File: src/rtl/sonar_io_bridge.sv
// Memory-mapped I/O bridge: RAM pass-through below IO_BASE, LED/CTRL/STATUS/CYCLE/WIDTH above it.
// Optional per-measurement timeout is enabled by defining SONAR_TIMEOUT_EN.
module sonar_io_bridge #(
   parameter int unsigned NUM_CH   = 4,
   parameter int unsigned CNT_W    = 24,
   parameter int unsigned TRIG_CYC = 500,
   parameter logic [11:0] IO_BASE  = 12'hF00,
   parameter int unsigned TIMEOUT  = 2400000
) (
   input  logic              clock,
   input  logic              reset,
   input  logic              wren,
   input  logic [31:0]       address_dmem,
   input  logic [31:0]       data,
   output logic [31:0]       q_dmem,
   output logic              ram_wEn,
   output logic [11:0]       ram_addr,
   output logic [31:0]       ram_dataIn,
   input  logic [31:0]       ram_dataOut,
   output logic [NUM_CH-1:0] trig,
   input  logic [NUM_CH-1:0] echo,
   output logic [7:0]        led
);

   localparam int unsigned TW = (TRIG_CYC > 1) ? $clog2(TRIG_CYC) : 1;

   typedef enum logic [2:0] {StIdle, StTrig, StWaitRise, StMeasure, StDone} ch_state_e;

   logic [11:0]       off;
   logic              io_sel, io_wr, io_rd;
   logic [NUM_CH-1:0] start, rd_clr;
   logic [31:0]       io_rdata;

   logic              io_sel_q;
   logic [31:0]       io_rdata_q;
   logic [7:0]        led_q;
   logic [CNT_W-1:0]  cyc_q;
   logic [NUM_CH-1:0] echo_m_q, echo_s_q;
   logic [NUM_CH-1:0] done_q, done_d, to_q, to_d;

   ch_state_e         state_q [NUM_CH];
   ch_state_e         state_d [NUM_CH];
   logic [TW-1:0]     tcnt_q  [NUM_CH];
   logic [TW-1:0]     tcnt_d  [NUM_CH];
   logic [CNT_W-1:0]  cnt_q   [NUM_CH];
   logic [CNT_W-1:0]  cnt_d   [NUM_CH];
   logic [CNT_W-1:0]  width_q [NUM_CH];
   logic [CNT_W-1:0]  width_d [NUM_CH];

`ifdef SONAR_TIMEOUT_EN
   localparam int unsigned TOW = (TIMEOUT > 1) ? $clog2(TIMEOUT) : 1;
   logic [TOW-1:0]    tocnt_q [NUM_CH];
   logic [TOW-1:0]    tocnt_d [NUM_CH];
`else
   logic              unused_timeout;
   assign unused_timeout = ^TIMEOUT;
`endif

   logic unused_addr;
   assign unused_addr = ^address_dmem[31:12];

   assign io_sel     = address_dmem[11:0] >= IO_BASE;
   assign off        = address_dmem[11:0] - IO_BASE;
   assign io_wr      = wren & io_sel;
   // Every non-store cycle is treated as a load, so address decode alone drives read side effects.
   assign io_rd      = ~wren & io_sel;
   assign ram_wEn    = wren & ~io_sel;
   assign ram_addr   = address_dmem[11:0];
   assign ram_dataIn = data;
   assign start      = (io_wr && off == 12'h001) ? data[NUM_CH-1:0] : '0;
   assign led        = led_q;
   assign q_dmem     = io_sel_q ? io_rdata_q : ram_dataOut;

   always_comb begin
      io_rdata = '0;
      rd_clr   = '0;
      if (off == 12'h000) begin
         io_rdata[7:0] = led_q;
      end else if (off == 12'h002) begin
         io_rdata[NUM_CH-1:0]  = done_q;
         io_rdata[16 +: NUM_CH] = to_q;
      end else if (off == 12'h003) begin
         io_rdata[CNT_W-1:0] = cyc_q;
      end
      for (int n = 0; n < NUM_CH; n++) begin
         if (off == 12'(16 + n)) begin
            io_rdata[CNT_W-1:0] = width_q[n];
            rd_clr[n]           = io_rd;
         end
      end
   end

   always_comb begin
      for (int n = 0; n < NUM_CH; n++) begin
         trig[n] = (state_q[n] == StTrig);
      end
   end

   always_comb begin
      done_d = done_q;
      to_d   = to_q;
      for (int n = 0; n < NUM_CH; n++) begin
         state_d[n] = state_q[n];
         tcnt_d[n]  = tcnt_q[n];
         cnt_d[n]   = cnt_q[n];
         width_d[n] = width_q[n];
         // Clears come first so a same-cycle completion can set the flag again.
         if (rd_clr[n]) begin
            done_d[n] = 1'b0;
            to_d[n]   = 1'b0;
         end
         case (state_q[n])
            StIdle, StDone: begin
               if (start[n]) begin
                  state_d[n] = StTrig;
                  tcnt_d[n]  = '0;
                  cnt_d[n]   = '0;
                  done_d[n]  = 1'b0;
                  to_d[n]    = 1'b0;
               end
            end
            StTrig: begin
               if (tcnt_q[n] == TW'(TRIG_CYC - 1)) begin
                  state_d[n] = StWaitRise;
               end else begin
                  tcnt_d[n] = tcnt_q[n] + 1'b1;
               end
            end
            StWaitRise: begin
               if (echo_s_q[n]) begin
                  state_d[n] = StMeasure;
                  cnt_d[n]   = CNT_W'(1);
               end
            end
            StMeasure: begin
               if (echo_s_q[n]) begin
                  if (cnt_q[n] != {CNT_W{1'b1}}) cnt_d[n] = cnt_q[n] + 1'b1;
               end else begin
                  width_d[n] = cnt_q[n];
                  done_d[n]  = 1'b1;
                  state_d[n] = StDone;
               end
            end
            default: state_d[n] = StIdle;
         endcase
`ifdef SONAR_TIMEOUT_EN
         tocnt_d[n] = tocnt_q[n];
         if (state_q[n] == StTrig) begin
            tocnt_d[n] = '0;
         end else if (state_q[n] == StWaitRise || state_q[n] == StMeasure) begin
            if (tocnt_q[n] == TOW'(TIMEOUT - 1)) begin
               state_d[n] = StDone;
               width_d[n] = '1;
               done_d[n]  = 1'b1;
               to_d[n]    = 1'b1;
            end else begin
               tocnt_d[n] = tocnt_q[n] + 1'b1;
            end
         end
`endif
      end
   end

   always_ff @(posedge clock) begin
      if (reset) begin
         // Select I/O with zero data so q_dmem reads 0 straight out of reset.
         io_sel_q   <= 1'b1;
         io_rdata_q <= '0;
         led_q      <= '0;
         cyc_q      <= '0;
         echo_m_q   <= '0;
         echo_s_q   <= '0;
         done_q     <= '0;
         to_q       <= '0;
         for (int n = 0; n < NUM_CH; n++) begin
            state_q[n] <= StIdle;
            tcnt_q[n]  <= '0;
            cnt_q[n]   <= '0;
            width_q[n] <= '0;
         end
      end else begin
         io_sel_q   <= io_sel;
         io_rdata_q <= io_rdata;
         if (io_wr && off == 12'h000) led_q <= data[7:0];
         cyc_q      <= cyc_q + 1'b1;
         echo_m_q   <= echo;
         echo_s_q   <= echo_m_q;
         done_q     <= done_d;
         to_q       <= to_d;
         for (int n = 0; n < NUM_CH; n++) begin
            state_q[n] <= state_d[n];
            tcnt_q[n]  <= tcnt_d[n];
            cnt_q[n]   <= cnt_d[n];
            width_q[n] <= width_d[n];
         end
      end
   end

`ifdef SONAR_TIMEOUT_EN
   always_ff @(posedge clock) begin
      if (reset) begin
         for (int n = 0; n < NUM_CH; n++) tocnt_q[n] <= '0;
      end else begin
         for (int n = 0; n < NUM_CH; n++) tocnt_q[n] <= tocnt_d[n];
      end
   end
`endif

endmodule

File: config.mk
export PLATFORM = sky130hd
export DESIGN_NAME = sonar_io_bridge
export DESIGN_NICKNAME = d
export VERILOG_FILES = /design/src/rtl/sonar_io_bridge.sv
export SDC_FILE = /design/constraint.sdc
export NUM_CORES = 1
export LEC_CHECK = 0
export ABC_AREA = 1
export CORE_MARGIN = 2
export CORE_UTILIZATION = 45
export CTS_BUF_LIST = sky130_fd_sc_hd__clkbuf_2 sky130_fd_sc_hd__clkbuf_4 sky130_fd_sc_hd__clkbuf_8
export CTS_CLUSTER_DIAMETER = 30
export DETAILED_ROUTE_END_ITERATION = 10
export PLACE_DENSITY_LB_ADDON = 0.1
export REMOVE_ABC_BUFFERS = 1
export SYNTH_ARGS = -nofsm -noshare
export SYNTH_HDL_FRONTEND = slang
export SYNTH_SLANG_ARGS = --single-unit
File: constraint.sdc
create_clock -name clock -period 4.7 [get_ports clock]
set_clock_uncertainty 0.1 [all_clocks]
set_input_delay 1.41 -clock clock [delete_from_list [all_inputs] [get_ports clock]]
set_output_delay 1.41 -clock clock [all_outputs]
set_load 0.005 [all_outputs]
Word-level counts from Yosys, hierarchy flattened
Memories as Yosys holds them, arrays and structs flattened.
Cells that the tools add are included.
W data, S select, Z words.
- register bits: 81
- bits in latches: 0
- RAM bits: 240
- bits in read-only memories: 0
- bits of input ports: 103
- output and inout bits: 89
- word-level logic and storage cells: 211
- memories kept: 4
- add/sub/neg operators: 10
- $mul: 0
- divide/modulo/power cells: 0
- order comparisons: 1
- eq/ne operators: 31
- shifts and indexed selects: 0
- multiplexer cells: 124
- bitwise gates (word level): 21
- reductions and logical operators: 11
- memories (memory ; depth ; width ; rd ports ; clocked after Yosys merged registers in ; write ports ; RTL line ; source):
    cnt_q ; 4 ; 24 ; 4 ; 0 ; 4 ; 45 ; logic [CNT_W-1:0] cnt_q [NUM_CH];
    width_q ; 4 ; 24 ; 4 ; 0 ; 4 ; 47 ; logic [CNT_W-1:0] width_q [NUM_CH];
    tcnt_q ; 4 ; 9 ; 4 ; 0 ; 4 ; 43 ; logic [TW-1:0] tcnt_q [NUM_CH];
    state_q ; 4 ; 3 ; 4 ; 0 ; 4 ; 41 ; ch_state_e state_q [NUM_CH];
- operators with widths (kind ; number):
    $mux W24 ; 37
    $pmux W24 S3 ; 4
    $add A24 B1 Y24 const B ; 5
    $mux W9 ; 12
    $ne A24 B24 Y1 const B ; 4
    $pmux W9 S2 ; 4
    $mux W3 ; 20
    $eq A12 B5 Y1 const B ; 4
    $pmux W3 S4 ; 4
    $add A9 B1 Y9 const B ; 4
    $eq A9 B9 Y1 const B ; 4
    $mux W32 ; 1
    $mux W1 ; 31
    $eq A12 B2 Y1 const B ; 2
    $eq A3 B2 Y1 const B ; 8
    $mux W16 ; 1
    $mux W4 ; 4
    $or A1 B1 Y1 ; 16
    $eq A12 B1 Y1 const B ; 1
    $eq A3 B1 Y1 const B ; 4
    $eq A3 B3 Y1 const B ; 4
    $ge A12 B12 Y1 const B ; 1
    $logic_not A12 Y1 ; 1
    $logic_not A3 Y1 ; 4
    8 further kinds ; 18

Depth between registers and ports, before layout
- word-level depth: 9
- depth in mapped cells: 15
- mapped depth without buffers: 14

Worst setup path after synthesis
No wires, ideal clock.
- kind: input-to-output
- start: input port wren
- end: output port ram_wEn
- arrival time: 1.744 ns
- data required time: 3.190 ns
- setup slack: 1.446 ns
- stages: 3
- buffers on the path: 1
- cells stage by stage: buf_4 -> inv_2 -> nor2_1
- cells in the longest elaborated chain, start to end: 1
- ends and longest elaborated chain (item ; RTL line ; source):
    start, declared ; 12 ; input logic wren,
    $and A1 B1 Y1 ; 67 ; assign ram_wEn = wren & ~io_sel;
    end, declared ; 16 ; output logic ram_wEn,
Every way passes these cells.

Worst setup path in the final report
Same ends and word-level chain as after synthesis.

==> impl_results.md <==
* Status: finished clean
* Drt total wl at ~47,000 µm
* P_leak at about 7.3 nW
* Register bit count reported by yosys at 313
* # diodes at 0
* Routed vias at about 15,000
* Final min period at between 4000 and 5000 ps
* # hold bufs at CTS at 0
* Period utilization at 0.910
* Inst Count DP at 2,755
* Post-synth EDFFs at 0
* Initial Util at 0.454
* Synth Area per Inst at 7.01 µm²
* Worst EP arrival at 2770 ps
* Die Height at 193 µm
* Asr flop ratio synth at 0
* Seq/Total Area, Yosys at 0.391
* Largest area contributor in the netlist: dfxtp_1
* Via density at 5.24
* Most frequent cells after synthesis: nand2_1 (410), dfxtp_1 (313), nor2_1 (309)
* Synthesized area at 16,000 µm²
* Gate power share at 0.068
* First-pass GRT wire length at 73,900 µm
* Core ar. at ~35,000 µm²
* GRT overflow at 0
* Post-Layout Cell Count at 2,905
* I/O Buffers at 123
* Dpl ws at roughly 420 ps
* Clock root buffer: clkbuf_8
* P&R area growth vs syn at 20.0%
* Flop pwr share at 0.369
* Net Sw Frac at 0.241
* Clk buf depth at 3
* DRC viols at 0
* Main synth FF type: dfxtp_1
* CP startpoint kind: input pin
* Final hold slack at 301 ps
* Actual slew at the worst max-slew pin at 911 ps
* Pin count of the biggest net entering global routing at 150
* TritonCTS Sinks at 313
* Setup bufs post-CTS at 0
* Utilization after layout at 0.545
* Initial antenna violation count at 0
* RSZ-0062 raised after global routing: false
* Post-synth cell types at 53
* Synth top area share at 0.391
* Post-CTS sizing at 0
* Slew Limit Fails at 0
* Largest cells by area after synthesis: dfxtp_1 (39%), nand2_1 (9.6%), a21oi_1 (7.2%), nor2_1 (7.2%), o21ai_0 (6.3%)
* Peak supply drop at 0.236 mV
* Max Freq at 234 MHz
* Crit Path Max Fanout at 2
* Chip Width at 193 µm
* HP Class: flip-flop to flip-flop
* Number of iterations in the first detailed-routing pass at 5
* Die footprint at 37,200 µm²
* WL per Instance at 16.1 µm
* WP data required at 3190 ps
* Final Hold Vio Count at 0
* H-tree lvl count at 3
* Most frequent cell after synthesis: nand2_1
* Layout cells sized above 1 at 0.114
* Number of DRC markers in iteration 0 at 1,085
* Final setup violation count at 0
* Max-Cap Viols at 0
* Pwr/cell area at 384 nW/µm²
* DRT antenna net count at 0
* Cell count after synthesis at 2,287
* GRT Total Usage at 0.251
* Gpl congestion at 0.883
* IO Count at 192
* Setup_tns at 0 ps
* Max_slew headroom at 0.391
* Sw Pwr at 1.78 mW
* Row count at 69
* Internal Power at 5.61 mW
* Clock power frac at 0.563
* Post-DP HPWL at about 34,000 µm
* Cts bufs inserted at 81
* Final worst setup slack at 424 ps
* YS warnings at 0
* Final #Nets at around 2,500
* Vias in the first global route at between 10,000 and 15,000
* CP Class: input pin to output pin
* CP Capture Type: output pin
* Clock Latency Late Sink at around 600 ps
* Worst-path clk slew at 50 ps
* CTS tree: yes
==> through the flow <==
| stage | total power [mW] | area [µm²] |
|---|---|---|
| 3_5_place_dp | 3.29 | 17200 |
| 6_report | 7.39 | 19300 |
| 3_3_place_gp | 3.28 | 17200 |
| 5_1_grt | 7.65 | 19300 |
| 2_1_floorplan | 3.04 | 15300 |
| 4_1_cts | 7.47 | 19300 |
==> state kept, by name, indices dropped and copies added, names as in the netlist <==
register    count
to_q            4
cnt_q          96
cyc_q          24
tcnt_q         36
echo_s_q        4
io_sel_q        1
echo_m_q        4
state_q        12
width_q        96
done_q          4
io_rdata_q     24
led             8
==> routing by layer <==
layer,track usage,part of all wire
met5,0,0
met3,0.0476,0.051
met4,0.0802,0.020
met1,0.354,0.48
met2,0.384,0.44
==> path summary, 6_finish.rpt <==
check / start / end / slack [ps] / depth (start not counted)
worst max-delay path: wren / ram_wEn / 420 / 4
worst min-delay path: echo_m_q[3] / echo_s_q[3] / 300 / 2
worst max register to register: state_q[0][1] / cnt_q[0][6] / 1720 / 10
worst min register to register: echo_m_q[3] / echo_s_q[3] / 300 / 2
==> cell type report <==
type	instances	area, µm²
Fill cell	3447	16100
Multi-Input combinational cell	1616	8170
Sequential cell	313	6270
Timing Repair Buffer	144	1400
Clock buffer	104	1340
Inverter	221	838
Clock inverter	46	663
Tap cell	461	577
==> power groups by stage <==
stage               clock, mW  combinational (mW)  sequential [mW]
finish                   4.16               0.503             2.73
global placement            0               0.498             2.78
detailed placement          0               0.506             2.78
CTS                      4.24               0.509             2.73
global route             4.36               0.555             2.73
floorplan                   0               0.268             2.77
==> worst max-delay path: stages <==
cell             delay (ps)
clkdlybuf4s50_1         640
inv_2                    80
nor2_1                  110
clkdlybuf4s50_1         520
==> cells in the final DEF (no fill, tap or decap), drive strengths merged, types with 2 or more instances in the layout <==
cell type	count
nand3	95
nand3b	5
o21ai	208
nor2	321
nor4	8
a31oi	2
mux2	25
a211oi	6
clkinvlp	8
inv	219
nor3b	14
buf	22
and3	3
o22ai	6
ha	9
or2	14
clkdlybuf4s50	122
nor3	89
xor2	59
a21oi	233
nand2	423
nand4	67
clkbuf	104
clkinv	25
xnor2	11
o211ai	6
o21a	3
a221oi	5
bufinv	15
dfxtp	313
==> cells by family after synthesis <==
logic type | after synthesis | share of synthesized area
AO/OA/AOI/OAI | 472 | 0.154
XOR/XNOR | 70 | 0.0382
adder cells (fa/ha/maj) | 9 | 0.00702
buffers and inverters | 358 | 0.101
flip-flops | 313 | 0.391
multiplexers | 25 | 0.0175
AND/OR/NAND/NOR | 1040 | 0.292
No activity file was read; power rests on OpenSTA's default activity.
